==> config.mk <==
export PLATFORM = sky130hd
export DESIGN_NAME = mem_access_unit
export DESIGN_NICKNAME = d
export VERILOG_FILES = /design/src/rtl/mem_access_unit.sv
export SDC_FILE = /design/constraint.sdc
export NUM_CORES = 1
export LEC_CHECK = 0
export CAP_MARGIN = 10
export CELL_PAD_IN_SITES_DETAIL_PLACEMENT = 1
export CELL_PAD_IN_SITES_GLOBAL_PLACEMENT = 2
export CORE_ASPECT_RATIO = 0.8
export CORE_MARGIN = 1
export CORE_UTILIZATION = 24
export DETAILED_ROUTE_END_ITERATION = 8
export PLACE_DENSITY = 0.88
export SLEW_MARGIN = 15
export SYNTH_ARGS = -nofsm -noshare
export SYNTH_HDL_FRONTEND = slang
export SYNTH_SLANG_ARGS = --single-unit
==> constraint.sdc <==
create_clock -name clk -period 2.39 [get_ports clk]
set_input_delay 0.478 -clock clk [delete_from_list [all_inputs] [get_ports clk]]
set_output_delay 0.478 -clock clk [all_outputs]
set_load 0.01 [all_outputs]
==> src/rtl/mem_access_unit.sv <==
// Load/store sequencer: turns byte-addressed byte/half/word accesses into word
// accesses on a RAM with async read, using read-modify-write for sub-word stores.
module mem_access_unit #(
  parameter int ADDR_WIDTH = 10
) (
  input  logic                  clk,
  input  logic                  reset,
  input  logic                  req,
  input  logic                  we,
  input  logic [1:0]            size,
  input  logic                  sign_ext,
  input  logic [31:0]           addr,
  input  logic [31:0]           wdata,
  output logic [31:0]           rdata,
  output logic                  done,
  output logic                  misaligned,
  output logic                  busy,
  output logic                  ram_write,
  output logic [ADDR_WIDTH-1:0] ram_addr,
  output logic [31:0]           ram_inData,
  input  logic [31:0]           ram_outData
);

  typedef enum logic [1:0] {
    IDLE  = 2'd0,
    READ  = 2'd1,
    WRITE = 2'd2,
    DONE  = 2'd3
  } state_t;

  state_t      state_r;
  logic        we_r;
  logic        sign_r;
  logic        mis_r;
  logic [1:0]  size_r;
  logic [1:0]  off_r;
  logic [31:0] wdata_r;

  logic        mis_s;
  logic [7:0]  byte_s;
  logic [15:0] half_s;
  logic [31:0] load_s;
  logic [31:0] merge_s;
  logic        unused_addr_s;

  // Address bits above the RAM word range wrap away.
  assign unused_addr_s = ^addr[31:ADDR_WIDTH+2];

  // Gated by reset so an aborted store never reaches the RAM.
  assign ram_write = (state_r == WRITE) && !reset;
  assign busy      = (state_r != IDLE);

  // Alignment check on the incoming request.
  always_comb begin
    case (size)
      2'b00:   mis_s = 1'b0;
      2'b01:   mis_s = addr[0];
      2'b10:   mis_s = (addr[1:0] != 2'b00);
      default: mis_s = 1'b1;
    endcase
  end

  // Lane select and extension of the RAM word for loads.
  always_comb begin
    byte_s = ram_outData[{off_r, 3'b000} +: 8];
    if (off_r[1]) begin
      half_s = ram_outData[31:16];
    end else begin
      half_s = ram_outData[15:0];
    end
    case (size_r)
      2'b00:   load_s = {{24{sign_r & byte_s[7]}}, byte_s};
      2'b01:   load_s = {{16{sign_r & half_s[15]}}, half_s};
      default: load_s = ram_outData;
    endcase
  end

  // Read-modify-write merge: replace the target lane of the fetched word.
  always_comb begin
    merge_s = ram_outData;
    case (size_r)
      2'b00: merge_s[{off_r, 3'b000} +: 8] = wdata_r[7:0];
      2'b01: begin
        if (off_r[1]) begin
          merge_s[31:16] = wdata_r[15:0];
        end else begin
          merge_s[15:0] = wdata_r[15:0];
        end
      end
      default: merge_s = wdata_r;
    endcase
  end

  // Sequencer FSM with registered outputs.
  always_ff @(posedge clk) begin
    if (reset) begin
      state_r    <= IDLE;
      we_r       <= 1'b0;
      sign_r     <= 1'b0;
      mis_r      <= 1'b0;
      size_r     <= 2'b00;
      off_r      <= 2'b00;
      wdata_r    <= 32'h0000_0000;
      rdata      <= 32'h0000_0000;
      done       <= 1'b0;
      misaligned <= 1'b0;
      ram_addr   <= '0;
      ram_inData <= 32'h0000_0000;
    end else begin
      done       <= 1'b0;
      misaligned <= 1'b0;
      case (state_r)
        IDLE: begin
          if (req) begin
            we_r     <= we;
            size_r   <= size;
            sign_r   <= sign_ext;
            off_r    <= addr[1:0];
            wdata_r  <= wdata;
            mis_r    <= mis_s;
            ram_addr <= addr[ADDR_WIDTH+1:2];
            if (mis_s) begin
              state_r    <= DONE;
              done       <= 1'b1;
              misaligned <= 1'b1;
            end else if (!we || (size != 2'b10)) begin
              state_r <= READ;
            end else begin
              state_r    <= WRITE;
              ram_inData <= wdata;
            end
          end else begin
            state_r <= IDLE;
          end
        end
        READ: begin
          if (!we_r) begin
            rdata   <= load_s;
            state_r <= DONE;
            done    <= 1'b1;
          end else begin
            ram_inData <= merge_s;
            state_r    <= WRITE;
          end
        end
        WRITE: begin
          state_r    <= DONE;
          done       <= 1'b1;
          misaligned <= mis_r;
        end
        DONE: begin
          state_r <= IDLE;
        end
        default: begin
          state_r <= IDLE;
        end
      endcase
    end
  end

endmodule
== Word-level counts from Yosys, hierarchy flattened ==
Index checks and enable logic that the tools add are counted.
Widths: inputs -> output; s select.
Operators by class
  mux-type cells: 22
  bitwise operators: 3
  reductions and logical operators: 13
  $add $sub $neg: 1
  shift operators: 3
  equality and inequality tests: 11
Operators with widths (number)
  $pmux 32 s2: 3
  $mux 32: 4
  $mux 16: 3
  $bwmux 32: 1
  $shift 8x7->32 const A: 1
  $shiftx 32x6->8: 1
  $shiftx 8x7->32: 1
  $ne 2x2->1 const B: 5
  $pmux 2 s4: 1
  $neg 5->7: 1
  $eq 2x1->1 const B: 3
  $eq 2x2->1 const B: 3
  $logic_not 2->1: 3
  $mux 2: 3
  $pmux 1 s3: 2
  $reduce_bool 2->1: 3
  $reduce_and 5->1: 1
  $mux 1: 4
  $reduce_and 2->1: 2
  $and 1x1->1: 2
  $logic_not 1->1: 2
  $pmux 1 s2: 1
  $logic_and 1x1->1: 1
  $logic_or 1x1->1: 1
  $not 1->1: 1
Storage, ports and cells
  flip-flop bits (word level): 117
  output and inout bits: 78

== Depth between registers and ports, before layout ==
  word-level depth: 6
  depth in mapped cells: 10
  gate-level depth less buffers: 6

== Least setup slack after synthesis ==
OpenSTA, ideal clock, no wires.
  kind: reg2reg
  start point: register off_r[1]
  end point: register ram_inData[27]
  cell stages (with the launch flop): 10
  arrival: 2.440 ns
  path slack: -0.145 ns
  path buffers: 3
  cells stage by stage: dfxtp_1 > buf_2 > buf_1 > inv_1 > ha_1 > or4b_4 > buf_6 > nor4b_4 > a221oi_1 > o41ai_2
Between the ends
  cells in the longest elaborated chain, start to end: 6
  elaborated cells on any way between the ends: 8
RTL lines
  from (decl): line 36  | logic [1:0] off_r;
  from (signal assigned): line 118  | off_r <= addr[1:0];
  $neg 5->7: line 82  | 2'b00: merge_s[{off_r, 3'b000} +: 8] = wdata_r[7:0];
  $shiftx 8x7->32 / $shift 8x7->32 (equally long branches): line 82
  $bwmux 32: line 82
  $pmux 32 s2 (*): line 81  | case (size_r)
  $mux 32 (*): line 137  | if (!we_r) begin
  $pmux 32 s2 (*): line 112  | case (state_r)
  to (signal assigned): line 130  | ram_inData <= wdata;
  to (signal assigned): line 142  | ram_inData <= merge_s;
  to (decl): line 20  | output logic [31:0] ram_inData,
Mark *: on every way between the ends. The rest lies on a longest branch, timed or not. The select of a mux whose other input is x is not followed.
A chain may end at the register's enable or synchronous reset.

== Worst setup path in the final report ==
  start point: register off_r[0]
  end point: register ram_inData[22]
Between the ends
  cells in the longest elaborated chain, start to end: 6
  elaborated cells on any way between the ends: 7
RTL lines (line)
  $neg 5->7 (*): 82
  $shiftx 8x7->32 / $shift 8x7->32 (equally long branches): 82
  $bwmux 32 (*): 82
  $pmux 32 s2 (*): 81
  $mux 32 (*): 137
  $pmux 32 s2 (*): 112
Marks and branches as above.

==> metrics.txt <==
cell count after synthesis=761; most common cell in the netlist=nand2_1; top post-synthesis cells by count=nand2_1, dfxtp_1, a21oi_1, clkbuf_1, o21ai_0; Pwr Density=854 mW/mm2; worst-path cell chain=inv_1 -> ha_1 -> buf_4 -> nor3_1 -> a21o_1 -> a221oi_1 -> o41ai_1; placed instance count=1,208; Async SR Flop Fraction=0%; antenna violations before repair=2; final setup violation count=0; critical path launch point=off_r[0]; capture point of the worst path=ram_inData[22]; worst-margin pin slew=0.717 ns; Iteration-0 DRC Markers=540; GRT overflow=0; Util after Layout=35.8%; hold crit path type=flop to flop; final worst path period share=96.7%; sequential power share=32.3%; Final Hold Viols=0; first-pass GRT wire length=40,600 um; TritonCTS clock tree=built; port bufs=160; Initial Util=24.8%; largest net degree at the start of global routing=63; Routability Congestion=0.934; Crit path required time=2.70 ns; share of cells above drive strength 1=11.2%; Core Area=0.0247 mm2; Vias=6,650; Vias per Instance=5.36; P_sw=2.53 mW; die height=145 um; clk buf depth=2; synth-to-layout area growth=44.0%; Mean Syn Cell Area=8.06 um2; Clock power frac=35.7%; overall power=7.54 mW; final instance area=0.00883 mm2; Post-Layout Cell Count=1,240; post-route ant nets=0; Wirelength per Cell=21.2 um; post-synthesis net count=873; die area=0.0262 mm2; Top Ports=181; Layout Skew=0.0102 ns; number of global-route vias before repair=6,615; type of element launching the critical path=flop; Leak=3.11 nW; sequential-to-total area share from yosys stat=38.2%; Area contributors post-synth=dfxtp_1, nand2_1, a21oi_1; CP max stage delay=0.41 ns; f_max=433 MHz; clk sinks=117; largest area contributor in the netlist=dfxtp_1; Crit path arrival time=2.62 ns; Netlist Area Pre-Place=0.00613 mm2; Post-CTS Setup Repair Bufs=0; Post-DP Area=0.00820 mm2; Synth Warn #=0; reg2reg setup slack=0.08 ns; Core Rows=51; residual DRC count=0; worst-case vdd ir drop=0.512 mV; worst reg2reg path depth=7; cell-internal power=5.02 mW; Most used DFF post-synth=dfxtp_1; CTS buffer count=17; setup TNS=0 ns; TritonRoute pass-1 iters=4; CTS Root Cell=clkbuf_16; sw frac=33.5%; post-synth top area share=38.2%; die width=181 um; RSZ-0062 raised after global routing=false; final net count=1,021; #FFs+latches synth=117; Final Slew Violations=0; final WL=26,300 um; critical path type=flop to flop; Period minus WS final=2.31 ns; combinational share of power=32.0%; status=complete, no violations; CP endpoint kind=flop; DP Wirelength=18,800 um; H-tree levels=4; pre-CTS setup slack=0.0177 ns; final worst slack=0.0786 ns; Tot GR Track Use=20.2%; clock-pin slew on the worst setup and hold paths=0.06 ns; Max Cap Viol=0; Synth cell types=52; Rel. slew slack=52.2%; Critical Path Fanout Max=10; FF-to-FF End=ram_inData[22]; # hold bufs at CTS=0; Crit-path slowest cell=dfxtp_1; clk_lat worst skew=0.43 ns; Hold WS=0.454 ns; FF-to-FF Start=off_r[0]; Post-synth EDFFs=0
-- placed cells by master (no fill, tap or decap), types with 9 or more instances in the layout --
master | netlist | layout
nor2_1 | 32 | 32
nor4b_1 | 11 | 10
a21oi_1 | 94 | 94
o211ai_1 | 28 | 28
clkbuf_16 | 0 | 17
nor3_1 | 14 | 14
inv_1 | 27 | 27
a22oi_1 | 9 | 9
a221oi_1 | 16 | 15
nand2_1 | 141 | 141
buf_4 | 0 | 38
dfxtp_1 | 117 | 116
o21a_1 | 9 | 9
o21ai_0 | 45 | 45
clkdlybuf4s50_1 | 0 | 159
o41ai_1 | 27 | 27
a211oi_1 | 10 | 9
-- critical path: cells and delay by family (launching register included) --
kind | cells | cell delay [ns]
compound gates | 3 | 0.86
fa+ha+maj | 1 | 0.24
buf+inv | 2 | 0.29
flops | 1 | 0.41
simple gates | 1 | 0.40
-- sequential cells by signal, summed over array words and instances, names as in the netlist, 2 cells and up --
signal,cells
wdata_r,32
ram_inData,32
off_r,2
size_r,2
rdata,32
ram_addr,10
state_r,2
-- power by group through the flow --
stage / clock network, mW / registers (mW) / logic, mW
detailed placement: 0 / 2.48 / 2.38
global route: 2.82 / 2.47 / 2.61
CTS: 2.74 / 2.44 / 2.40
finish: 2.69 / 2.44 / 2.41
global placement: 0 / 2.47 / 2.34
floorplan: 0 / 2.51 / 1.12
-- metal layers --
metal  part of all wire (%)  wire, um  vias up  track usage, %
li1                       -         -     3093               -
met1                     47     12400     3256            28.9
met2                     42     11100      271            29.2
met3                    9.0      2360       30            5.60
met4                    1.5       407        0            5.98
met5                      0         0        -               0
-- worst min path at each step --
stage,endpoint,startpoint,cells past startpoint
global placement,ram_addr[7],ram_addr[7],2
detailed placement,wdata_r[25],wdata_r[25],2
CTS,wdata_r[25],wdata_r[25],2
floorplan,wdata_r[24],wdata_r[24],2
finish,ram_addr[0],ram_addr[0],2
global route,wdata_r[22],wdata_r[22],2
-- timing repair --
item | 4_1_cts | 5_1_grt
gates resized for setup | 1 | 2
endpoints found under the setup margin | 1 | 2
pin swaps | 0 | 0
cloned | 0 | 0
-- cell type report --
class                   count  area [um2]
diodes                      1        2.50
clock buffers              23         488
clock inverters             8         123
fillers                  2890       15900
inverters                  28         105
multi-input cells         543        3410
flip-flops and latches    117        2340
well taps                 318         398
repair buffers            202        1960
-- logic make-up after synthesis --
logic type / after synthesis / share of synthesized area (%)
mux: 18 / 4.61
compound gates: 273 / 29.5
buf+inv: 101 / 6.59
flops: 117 / 38.2
fa+ha+maj: 9 / 1.84
simple gates: 243 / 19.2
Note: power is estimated with default switching activity, not from simulation.
